## config.mk

```make
export PLATFORM = sky130hd
export DESIGN_NAME = wash_plant
export DESIGN_NICKNAME = d
export VERILOG_FILES = /design/src/rtl/wash_pkg.sv /design/src/rtl/wash_tick.sv /design/src/rtl/wash_plant.sv
export SDC_FILE = /design/constraint.sdc
export NUM_CORES = 1
export LEC_CHECK = 0
export CAP_MARGIN = 20
export CORE_MARGIN = 4
export CORE_UTILIZATION = 28
export DETAILED_ROUTE_END_ITERATION = 10
export PLACE_DENSITY = 0.59
export SLEW_MARGIN = 10
export SYNTH_ARGS = -nofsm -noshare
export SYNTH_HDL_FRONTEND = slang
export SYNTH_SLANG_ARGS = --single-unit
export TNS_END_PERCENT = 10
```

## constraint.sdc

```tcl
create_clock -name clk -period 5.3 [get_ports clk]
set_input_delay 1.06 -clock clk [delete_from_list [all_inputs] [get_ports clk]]
set_output_delay 1.06 -clock clk [all_outputs]
set_load 0.01 [all_outputs]
```

## src/rtl/wash_pkg.sv

```systemverilog
// Shared constants for the wash plant model.
// Holds the default rate dividers, tub and temperature limits, output widths
// and the bit positions of the sticky fault flags. Imported by every file of
// the wash block so the numbers live in one place.
package wash_pkg;

  // Rate dividers: clock cycles per one-unit change of the plant quantity
  localparam int FILL_DIV_DEF  = 4;
  localparam int DRAIN_DIV_DEF = 2;
  localparam int HEAT_DIV_DEF  = 8;
  localparam int COOL_DIV_DEF  = 16;

  // Tub capacity and full-sensor threshold
  localparam int LEVEL_MAX_DEF  = 15;
  localparam int LEVEL_FULL_DEF = 12;

  // Resting, target and ceiling temperature
  localparam int AMBIENT_DEF  = 10;
  localparam int TEMP_SET_DEF = 14;
  localparam int TEMP_MAX_DEF = 63;

  // Output widths
  localparam int LEVEL_W = 8;
  localparam int TEMP_W  = 8;
  localparam int FAULT_W = 2;

  // Sticky fault bit positions
  localparam int FAULT_DRY_HEAT = 0;
  localparam int FAULT_OVERFLOW = 1;

endpackage

```

## src/rtl/wash_tick.sv

```systemverilog
// Rate prescaler for one plant channel.
// Counts 0..DIV-1 while en is high and raises tick for one cycle when the
// count sits at DIV-1; the count wraps to 0 on that tick. Whenever en is low
// the count is cleared, so every enable run starts a fresh period and the
// first tick lands DIV cycles after en is first sampled high.
// Ports:
//   clk   - system clock, rising edge
//   reset - synchronous, active-low
//   en    - channel enable
//   tick  - one-cycle rate pulse (combinational from count and en)
module wash_tick
  import wash_pkg::*;
#(
  parameter int DIV = 4
) (
  input  logic clk,
  input  logic reset,
  input  logic en,
  output logic tick
);

  localparam int CW = (DIV > 1) ? $clog2(DIV) : 1;
  localparam logic [CW-1:0] LAST = CW'(DIV - 1);

  logic [CW-1:0] count;

  assign tick = en && (count == LAST);

  always_ff @(posedge clk) begin
    if (!reset) begin
      count <= '0;
    end else if (!en || tick) begin
      count <= '0;
    end else begin
      count <= count + CW'(1);
    end
  end

endmodule

```

## src/rtl/wash_plant.sv

```systemverilog
// Behavioural plant model of a washing machine tub for controller testing.
// Tracks water level and water temperature, each moved at a fixed rate by a
// wash_tick prescaler, and reports registered sensor flags plus sticky faults.
// Ports:
//   clk      - system clock, rising edge
//   reset    - synchronous, active-low
//   water_in - inlet valve command
//   heat_r   - heater command
//   wash     - drum command, no effect on the plant
//   drain    - drain pump command
//   speed    - spin command, doubles the drain step
//   full     - registered: level >= LEVEL_FULL
//   empty    - registered: level == 0
//   cold     - registered: temp < TEMP_SET
//   level    - current water level
//   temp     - current water temperature
//   fault    - sticky faults, bit0 dry heat, bit1 overflow
module wash_plant
  import wash_pkg::*;
#(
  parameter int FILL_DIV   = FILL_DIV_DEF,
  parameter int DRAIN_DIV  = DRAIN_DIV_DEF,
  parameter int HEAT_DIV   = HEAT_DIV_DEF,
  parameter int COOL_DIV   = COOL_DIV_DEF,
  parameter int LEVEL_MAX  = LEVEL_MAX_DEF,
  parameter int LEVEL_FULL = LEVEL_FULL_DEF,
  parameter int AMBIENT    = AMBIENT_DEF,
  parameter int TEMP_SET   = TEMP_SET_DEF,
  parameter int TEMP_MAX   = TEMP_MAX_DEF
) (
  input  logic               clk,
  input  logic               reset,
  input  logic               water_in,
  input  logic               heat_r,
  input  logic               wash,
  input  logic               drain,
  input  logic               speed,
  output logic               full,
  output logic               empty,
  output logic               cold,
  output logic [LEVEL_W-1:0] level,
  output logic [TEMP_W-1:0]  temp,
  output logic [FAULT_W-1:0] fault
);

  // Arithmetic is done two bits wider and signed so a decrement below zero or
  // an increment past the ceiling is visible before it is clamped.
  localparam int SW = LEVEL_W + 2;

  localparam logic signed [SW-1:0] LEVEL_MAX_S = SW'(LEVEL_MAX);
  localparam logic signed [SW-1:0] AMBIENT_S   = SW'(AMBIENT);
  localparam logic signed [SW-1:0] TEMP_MAX_S  = SW'(TEMP_MAX);

  localparam logic [LEVEL_W-1:0] LEVEL_MAX_U  = LEVEL_W'(LEVEL_MAX);
  localparam logic [LEVEL_W-1:0] LEVEL_FULL_U = LEVEL_W'(LEVEL_FULL);
  localparam logic [TEMP_W-1:0]  AMBIENT_U    = TEMP_W'(AMBIENT);
  localparam logic [TEMP_W-1:0]  TEMP_SET_U   = TEMP_W'(TEMP_SET);

  function automatic logic [LEVEL_W-1:0] sat_level(input logic signed [SW-1:0] v);
    if (v < 0) begin
      return '0;
    end else if (v > LEVEL_MAX_S) begin
      return LEVEL_MAX_U;
    end else begin
      return v[LEVEL_W-1:0];
    end
  endfunction

  // Cooling is only enabled above ambient, but the clamp keeps the floor
  // explicit should the divider or enable logic ever change.
  function automatic logic [TEMP_W-1:0] sat_temp(input logic signed [SW-1:0] v);
    if (v < AMBIENT_S) begin
      return AMBIENT_U;
    end else if (v > TEMP_MAX_S) begin
      return TEMP_W'(TEMP_MAX);
    end else begin
      return v[TEMP_W-1:0];
    end
  endfunction

  logic fill_en, drain_en, heat_en, cool_en;
  logic fill_tick, drain_tick, heat_tick, cool_tick;
  logic signed [SW-1:0] level_delta, temp_delta;
  logic [LEVEL_W-1:0] level_next;
  logic [TEMP_W-1:0]  temp_next;
  logic unused_wash;

  assign unused_wash = wash;

  // Opposing valve and pump commands cancel: neither channel runs, so both
  // prescalers clear and the level holds.
  assign fill_en  = water_in & ~drain;
  assign drain_en = drain & ~water_in;
  assign heat_en  = heat_r & (level != '0);
  assign cool_en  = ~heat_r & (temp > AMBIENT_U);

  wash_tick #(.DIV(FILL_DIV)) u_fill_tick (
    .clk   (clk),
    .reset (reset),
    .en    (fill_en),
    .tick  (fill_tick)
  );

  wash_tick #(.DIV(DRAIN_DIV)) u_drain_tick (
    .clk   (clk),
    .reset (reset),
    .en    (drain_en),
    .tick  (drain_tick)
  );

  wash_tick #(.DIV(HEAT_DIV)) u_heat_tick (
    .clk   (clk),
    .reset (reset),
    .en    (heat_en),
    .tick  (heat_tick)
  );

  wash_tick #(.DIV(COOL_DIV)) u_cool_tick (
    .clk   (clk),
    .reset (reset),
    .en    (cool_en),
    .tick  (cool_tick)
  );

  always_comb begin
    level_delta = '0;
    if (fill_tick) begin
      level_delta = SW'(1);
    end else if (drain_tick) begin
      level_delta = speed ? -SW'(2) : -SW'(1);
    end
  end

  always_comb begin
    temp_delta = '0;
    if (heat_tick) begin
      temp_delta = SW'(1);
    end else if (cool_tick) begin
      temp_delta = -SW'(1);
    end
  end

  assign level_next = sat_level(signed'({2'b00, level}) + level_delta);
  assign temp_next  = sat_temp(signed'({2'b00, temp}) + temp_delta);

  // Sensor flags are computed from the current register values, so they lag
  // a level/temp change by one cycle, like a real debounced sensor.
  always_ff @(posedge clk) begin
    if (!reset) begin
      level <= '0;
      temp  <= AMBIENT_U;
      full  <= 1'b0;
      empty <= 1'b1;
      cold  <= 1'b1;
      fault <= '0;
    end else begin
      level <= level_next;
      temp  <= temp_next;
      full  <= (level >= LEVEL_FULL_U);
      empty <= (level == '0);
      cold  <= (temp < TEMP_SET_U);
      if (heat_r && (level == '0)) begin
        fault[FAULT_DRY_HEAT] <= 1'b1;
      end
      if (fill_en && (level == LEVEL_MAX_U)) begin
        fault[FAULT_OVERFLOW] <= 1'b1;
      end
    end
  end

endmodule

```

After elaboration in Yosys (flattened, before gate mapping) --
Cells that the tools add are included.
Storage, ports and cells: register bits after elaboration 31, input port bits 7, output and inout port bits 21, word-level logic and storage cells 69
Cells by class: add/subtract/negate cells 6, $lt $le $gt $ge 7, equal/unequal tests 4, muxes and demuxes 7, bitwise operators 8, reductions and logical operators 24
Operator list (count):
- 10-bit two-way mux | 4
- 9-bit by 10-bit adder with 10-bit output | 2
- 2-bit OR reduction | 6
- 10-bit by 5-bit > comparator with 1-bit output (second input constant) | 1
- 10-bit by 7-bit > comparator with 1-bit output (second input constant) | 1
- 10-bit by 1-bit less-than comparator with 1-bit output (second input constant) | 1
- 10-bit by 5-bit less-than comparator with 1-bit output (second input constant) | 1
- 8-bit by 4-bit == test with 1-bit output (second input constant) | 1
- 8-bit by 4-bit greater-or-equal comparator with 1-bit output (second input constant) | 1
- 8-bit by 4-bit > comparator with 1-bit output (second input constant) | 1
- 8-bit zero test | 1
- 8-bit by 4-bit less-than comparator with 1-bit output (second input constant) | 1
- 8-bit nonzero test | 1
- 1-bit logical AND | 6
- 6-bit two-way mux | 1
- 3-bit OR reduction | 2
- 4-bit by 1-bit adder with 4-bit output (second input constant) | 1
- 1-bit bitwise AND | 4
- 4-bit == test (second input constant) | 1
- 1-bit zero test | 4
- 1-bit logical OR | 4
- 4-bit two-way mux | 1
- 1-bit inverter | 4
- 3-bit by 1-bit adder with 3-bit output (second input constant) | 1
- other kinds (5) | 5

Longest topological paths before layout --
Gate-level depths: netlist of the first run.
depth after elaboration 8, gate-level depth with buffers 13, mapped depth without buffers 13

Hierarchy --
A second synthesis of the first run with hierarchy kept.
Unflattened totals: cells, all modules 234, area, all modules 2060.7 um^2
Modules (own cells, without submodules):
- wash_plant | instances 1, cells each 199, area an instance 1656.6 um^2, seq. area each 420.4 um^2
- wash_tick (u_cool_tick) | instances 1, cells each 17, area an instance 156.4 um^2, seq. area each 80.1 um^2
- wash_tick (u_heat_tick) | instances 1, cells each 9, area an instance 127.6 um^2, seq. area each 60.1 um^2
- wash_tick (u_fill_tick) | instances 1, cells each 6, area an instance 83.8 um^2, seq. area each 40.0 um^2
- wash_tick (u_drain_tick) | instances 1, cells each 3, area an instance 36.3 um^2, seq. area each 20.0 um^2

Worst setup path after synthesis of the first run --
No wires, ideal clock.
path type input to register, start point input port heat_r, end point register temp[3], library setup time 0.123 ns, arrival 3.611 ns, data required time 5.177 ns, slack 1.566 ns, stages 12, path buffers 0, path through nand2b_1 -> o22ai_1 -> nand4_1 -> inv_1 -> ha_1 -> a21o_2 -> a21oi_1 -> o221ai_1 -> or4_4 -> o211ai_2 -> o31a_4 -> nand3b_1
Between the ends: cells in the longest elaborated chain, start to end 8, elaborated cells between the ends (all ways) 11, those cells by class 1 x add/sub; 2 x order compare; 2 x mux; 3 x bitwise; 3 x reduce/logical
Ends and longest elaborated chain:
- start, declared | RTL line wash_plant.sv:34 | input logic heat_r,
- 1-bit inverter | RTL line wash_plant.sv:95 | assign cool_en = ~heat_r & (temp > AMBIENT_U);
- 1-bit bitwise AND | RTL line wash_plant.sv:95
- 1-bit logical AND | RTL line wash_tick.sv:27 | assign tick = en && (count == LAST);
- 10-bit two-way mux | RTL line wash_plant.sv:138 | end else if (cool_tick) begin
- 10-bit two-way mux * | RTL line wash_plant.sv:136 | if (heat_tick) begin
- 9-bit by 10-bit adder with 10-bit output * | RTL line wash_plant.sv:144 | assign temp_next = sat_temp(signed'({2'b00, temp}) + temp_delta);
- 10-bit by 5-bit less-than comparator with 1-bit output or 10-bit by 7-bit > comparator with 1-bit output (tied branches) | RTL line wash_plant.sv:72, wash_plant.sv:74
- 3-bit OR reduction (no source line)
- end signal, assigned | RTL line wash_plant.sv:158 | temp <= temp_next;
- end, declared | RTL line wash_plant.sv:42 | output logic [TEMP_W-1:0] temp,
Mark *: on every way between the ends. The rest lies on a longest branch, timed or not. A chain may end at the register's enable or synchronous reset.

Worst setup path in the final report of the first run --
Same ends and word-level chain as after synthesis.

==> results.cfg, run 1 <==
[clock_network]
cts_tree = done
cts.clk_slew.worst_paths_ns = 0.06
cts_sinks = 31
post-cts-setup-buffers = 0
htreeDepth = 2
clk_path_buf_depth = 2
cts-root-buf = clkbuf_8
post_cts_resized = 0
numCtsBuffers = 5
hold_buffers = 0
clk_latency_ns = 0.28

[logic_synthesis]
netlist_instances = 201
ys_seq_area_frac = 0.331
synth_area_um2 = 1870
synthArstFlopShare = 0
yosysWarnings = 0
yosysMostFrequentCell = dfxtp_1
ys_ff_latch = 31
synth_area_per_cell_um2 = 9.32
synth_cell_types = 49
yosysTopAreaCell = dfxtp_1
yosys.area.top_type_share = 0.331
synth_edf_count = 0
synth_flop_cell = dfxtp_1
ys_top_cells_by_area = dfxtp_1 33%, ha_1 15%, a21oi_1 3.7%
yosys-top-cells-count = 31 x dfxtp_1, 22 x ha_1, 17 x nand2_1, 14 x a21oi_1

[hold_path]
holdPathEnd = u_heat_tick.count[0]
min_from = u_heat_tick.count[0]
min_path_cells = 1
holdCritPathClass = reg -> reg

[placed_design]
portBuffers = 26
dpl.hpwl_mm = 3.07
postPlaceCellArea_um2 = 2250
place_congestion = 0.766

[floorplan]
std_cell_rows = 29
io_pins = 28
initial_core_util = 0.292
die_h_um = 89.8
core_area_um2 = 6420
dieArea_um2 = 8070
die_w_um = 89.8

[timing]
fin_crit_sh = 0.823
rsz0062_at_grt = false
setup_violations = 0
min_period_ns = 4.36
slew_violations = 0
hold_viol = 0
timing.slew.headroom = 0.511
max_freq_ghz = 0.229
clock-skew-final_ns = 0.00443
worst_slew_pin_slew_ns = 0.727
setup_tns_ns = 0

[final_layout]
diodes = 0
fin_nets = 269
drive_gt1_frac = 0.0962
fillers = 635
regArea_um2 = 621
multi_input_area_um2 = 1230
areaGrowthSynthToFinish_pct = 26.1
finish.instance_area_um2 = 2360

[critical_path]
rr_worst_depth = 12
r2r_start = temp[7]
critPathRequiredTime_ns = 5.46
cp-end-kind = register
crit_arrival_ns = 4.53
slowest_stage = clkdlybuf4s50_1
critPathBufInv = 2
cp_slowest_stage_delay_ns = 0.48
reg2reg_to = temp[3]
crit_chain = clkdlybuf4s50_1, nand2b_1, o22ai_1, nand4_1, inv_1, ha_1, a21o_2, a211oi_2, o221ai_1, xnor2_1, nor3_2, or2_2, nand3b_1
crit_family = simple AND/OR/NAND/NOR gates
critPathKind = in -> reg
crit_path_start_kind = input port
critPathMaxFanout = 9
r2r_slack_ns = 1.67

[global_routing]
grt_first_pass_wirelength_mm = 6.88
grt_remaining_overflow = 0
antenna_found_initial = 0
grt_max_degree = 13
track_usage = 0.103
first_global_vias = 1509

[route]
wl_per_cell_um = 12.0
drtIter0Drc = 24
detail-route-antenna-nets = 0
drt_wl_total_mm = 3.80
viasPerCell = 4.87
vias = 1538
drt-pass1-iter-count = 4
drc = 0

[pwr]
p_total_uw = 561
p_per_area_nw_per_um2 = 238
leakage_uw = 0.00104
vdd_drop_max_uv = 106

[outcome]
status = complete, no violations

[job]
max_cap_violations = 0
==> metrics by stage <==
step	std cells	utilization	worst slack [ns]	hold slack, ns
6_report	316	0.368	0.938	0.418
2_1_floorplan	206	-	1.57	0.398
4_1_cts	316	0.368	0.904	0.424
5_1_grt	316	0.368	0.660	0.445
3_5_place_dp	308	0.350	0.609	0.413
3_3_place_gp	308	0.350	0.616	0.412
==> how the worst max path moves through the flow <==
| stage | cells after the start | startpoint | slack (ns) | endpoint |
|---|---|---|---|---|
| floorplan | 12 | heat_r | 1.57 | temp[3] |
| global placement | 13 | heat_r | 0.62 | temp[3] |
| detailed placement | 13 | heat_r | 0.61 | temp[3] |
| CTS | 13 | heat_r | 0.90 | temp[3] |
| global route | 13 | heat_r | 0.66 | temp[2] |
| finish | 13 | heat_r | 0.94 | temp[3] |
==> cell type report <==
class | instances | share of cell area
clock buffer | 6 | 0.0349
timing repair buffer | 26 | 0.110
inverter | 10 | 0.0159
clock inverter | 2 | 0.0148
tap | 77 | 0.0408
sequential | 31 | 0.263
multi-input combinational | 164 | 0.521
==> power breakdown <==
| part | leakage (uW) | switching (uW) | internal [uW] | total, uW |
|---|---|---|---|---|
| registers | 0.000257 | 9.41 | 244 | 254 |
| logic | 0.000724 | 34.3 | 37.6 | 71.9 |
| clock network | 0.0000612 | 83.9 | 152 | 236 |
==> sequential cells by signal, indices dropped and copies added (netlist names) <==
register            cells
level                   8
u_drain_tick.count      1
u_heat_tick.count       3
empty                   1
fault                   2
cold                    1
temp                    8
full                    1
u_fill_tick.count       2
u_cool_tick.count       4
==> placed cells by master (no fill, tap or decap), types with 2 or more instances in the layout <==
master / synthesis / final
dfxtp_1: 31 / 31
clkdlybuf4s50_1: 0 / 26
ha_1: 22 / 22
nand2_1: 17 / 17
a21oi_1: 14 / 14
inv_1: 10 / 10
nor2_1: 10 / 10
o21ai_0: 9 / 9
xnor2_1: 7 / 7
o21a_1: 6 / 6
clkbuf_8: 0 / 6
conb_1: 1 / 6
nor4_1: 5 / 5
nor2b_1: 5 / 5
nand3_1: 4 / 4
and2_1: 4 / 4
nand2b_1: 3 / 3
nand4_1: 3 / 3
nand3b_1: 3 / 3
a21o_1: 3 / 3
a31oi_1: 3 / 3
o221ai_1: 3 / 3
xor2_1: 3 / 3
and4b_1: 2 / 2
a21o_2: 2 / 2
o211ai_1: 2 / 2
nor3_1: 2 / 2
or2_2: 2 / 2
nor4bb_1: 2 / 2
fa_1: 2 / 2
==> cell families after synthesis <==
logic type,synth area share
simple gates,0.202
compound gates,0.228
flops,0.331
fa+ha+maj,0.168
buf+inv,0.0220
xor+xnor,0.0467
other cells,0.00200
==> routing by layer <==
layer  track usage  up-vias  wire length (um)
li1              -      808                 -
met1         0.137      701              1920
met2         0.160       24              1660
met3        0.0242        5               151
met4        0.0447        0                65
met5             0        -                 0
No activity file was read; power rests on OpenSTA's default activity.
==> run 2: changes to the inputs <==
PLACE_DENSITY = 0.6   (was 0.59)
clock period = 3.8 ns   (was 5.3 ns; I/O delays follow)
==> results.cfg, run 2 (same netlist as run 1, synthesis figures left out) <==
[placed_design]
dpl.hpwl_mm = 3.25
portBuffers = 26
place_congestion = 0.818
dp.cells = 330

[pwr]
vdd_drop_max_uv = 105
p_total_uw = 801
p_per_area_nw_per_um2 = 316
leakage_uw = 0.00115

[floorplan]
initial_core_util = 0.292
io_pins = 28
std_cell_rows = 29
die_w_um = 89.8
dieArea_um2 = 8070
die_h_um = 89.8
core_area_um2 = 6420

[final_layout]
layout_commonest_cell = dfxtp_1
final_util = 0.395
fillers = 635
final_cell_mix = 31 x dfxtp_1, 26 x clkdlybuf4s50_1, 22 x ha_1, 22 x buf_4, 17 x nand2_1
diodes = 0
finalNonFillerCells = 338
fin_nets = 291
areaGrowthSynthToFinish_pct = 35.2
reg.largest.list = level (8), temp (8), u_cool_tick.count (4)
drive_gt1_frac = 0.184

[global_routing]
grt_first_pass_wirelength_mm = 7.20
grt_max_degree = 13
first_global_vias = 1589
antenna_found_initial = 0
track_usage = 0.107
grt_remaining_overflow = 0

[hold_path]
holdCritPathClass = reg -> reg
min_path_cells = 1

[timing]
clock-skew-final_ns = 0.00372
max_freq_ghz = 0.281
rsz0062_at_grt = false
fin_crit_sh = 0.935
slew_violations = 0
hold_viol = 0
min_period_ns = 3.55
setup_violations = 0

[clock_network]
cts_tree = done
clk_latency_ns = 0.28
cts-root-buf = clkbuf_8
numCtsBuffers = 5
hold_buffers = 0
htreeDepth = 2
cts.clk_slew.worst_paths_ns = 0.07
cts_sinks = 31
clk_path_buf_depth = 2

[route]
drc = 0
drt_wl_total_mm = 4.10
drtIter0Drc = 15
viasPerCell = 4.83
drt-pass1-iter-count = 4
wl_per_cell_um = 12.1
detail-route-antenna-nets = 0
vias = 1634

[critical_path]
critPathBufInv = 1
crit_family = compound AO/OA/AOI/OAI gates
crit_path_start_kind = input port
crit_arrival_ns = 3.73
cp-end-kind = register
slowest_stage = clkdlybuf4s50_1
critPathMaxFanout = 6
rr_worst_depth = 14
critPathKind = in -> reg
critPathRequiredTime_ns = 3.97
path_depth = 14
crit_chain = clkdlybuf4s50_1, nand2b_1, o22ai_1, nand4_1, nand2_1, ha_1, fa_2, a21o_2, a21oi_2, o221ai_1, or4_4, o211ai_2, o31a_4, a21oi_1
cp_slowest_stage_delay_ns = 0.51

[job]
max_cap_violations = 0

[outcome]
status = complete, no violations
-- run 2: worst reg2reg max path, stage by stage (launching register included) --
cell and delay, ns:
dfxtp_1 0.34, nor4_1 0.32, buf_4 0.18, o22ai_1 0.08
nand4_1 0.16, nand2_1 0.08, ha_1 0.22, fa_2 0.37
a21o_2 0.23, a21oi_2 0.17, o221ai_1 0.16, or4_4 0.46
o211ai_2 0.16, o31a_4 0.19, a21oi_1 0.08
-- run 2: final cells by class --
type	count	area (um2)	area share
inverter	10	37.5	0.0148
tap	77	96.3	0.0380
timing repair buffer	48	425	0.168
multi-input combinational	164	1240	0.488
clock inverter	2	35.0	0.0138
sequential	31	621	0.245
clock buffer	6	82.6	0.0326
-- run 2: timing repair --
item,CTS,global route
setup buffers,0,0
gates resized for setup,0,3
endpoints found under the setup margin,0,6
-- run 2: path summary, 6_finish.rpt --
kind	start	end	slack, ns
setup reg to reg	temp[7]	temp[5]	0.51
setup / recovery	heat_r	temp[5]	0.25
hold / removal	u_drain_tick.count	u_drain_tick.count	0.43
hold reg to reg	u_drain_tick.count	u_drain_tick.count	0.43
-- run 2: stage by stage --
step	setup slack (ns)	instance area (um2)	hold slack (ns)	setup TNS (ns)
2_1_floorplan	0.366	1890	0.398	0
3_3_place_gp	-0.173	2410	0.409	-0.919
3_5_place_dp	-0.191	2410	0.413	-1.02
4_1_cts	0.126	2530	0.427	0
5_1_grt	0.00107	2530	0.444	0
6_report	0.247	2530	0.425	0
-- run 2: routing by layer --
layer	routed length, um	share of wire	up-vias	track usage
li1	-	-	852	-
met2	1910	0.47	24	0.175
met3	151	0.037	7	0.0292
met1	1960	0.48	751	0.134
met5	0	0	-	0
met4	76	0.019	0	0.0421
-- run 2: report_power, final --
part / switching [uW] / internal [uW] / leakage [uW]
clock network: 127 / 212 / 0.0000612
registers: 13.1 / 341 / 0.000257
logic: 49.3 / 59.2 / 0.000828
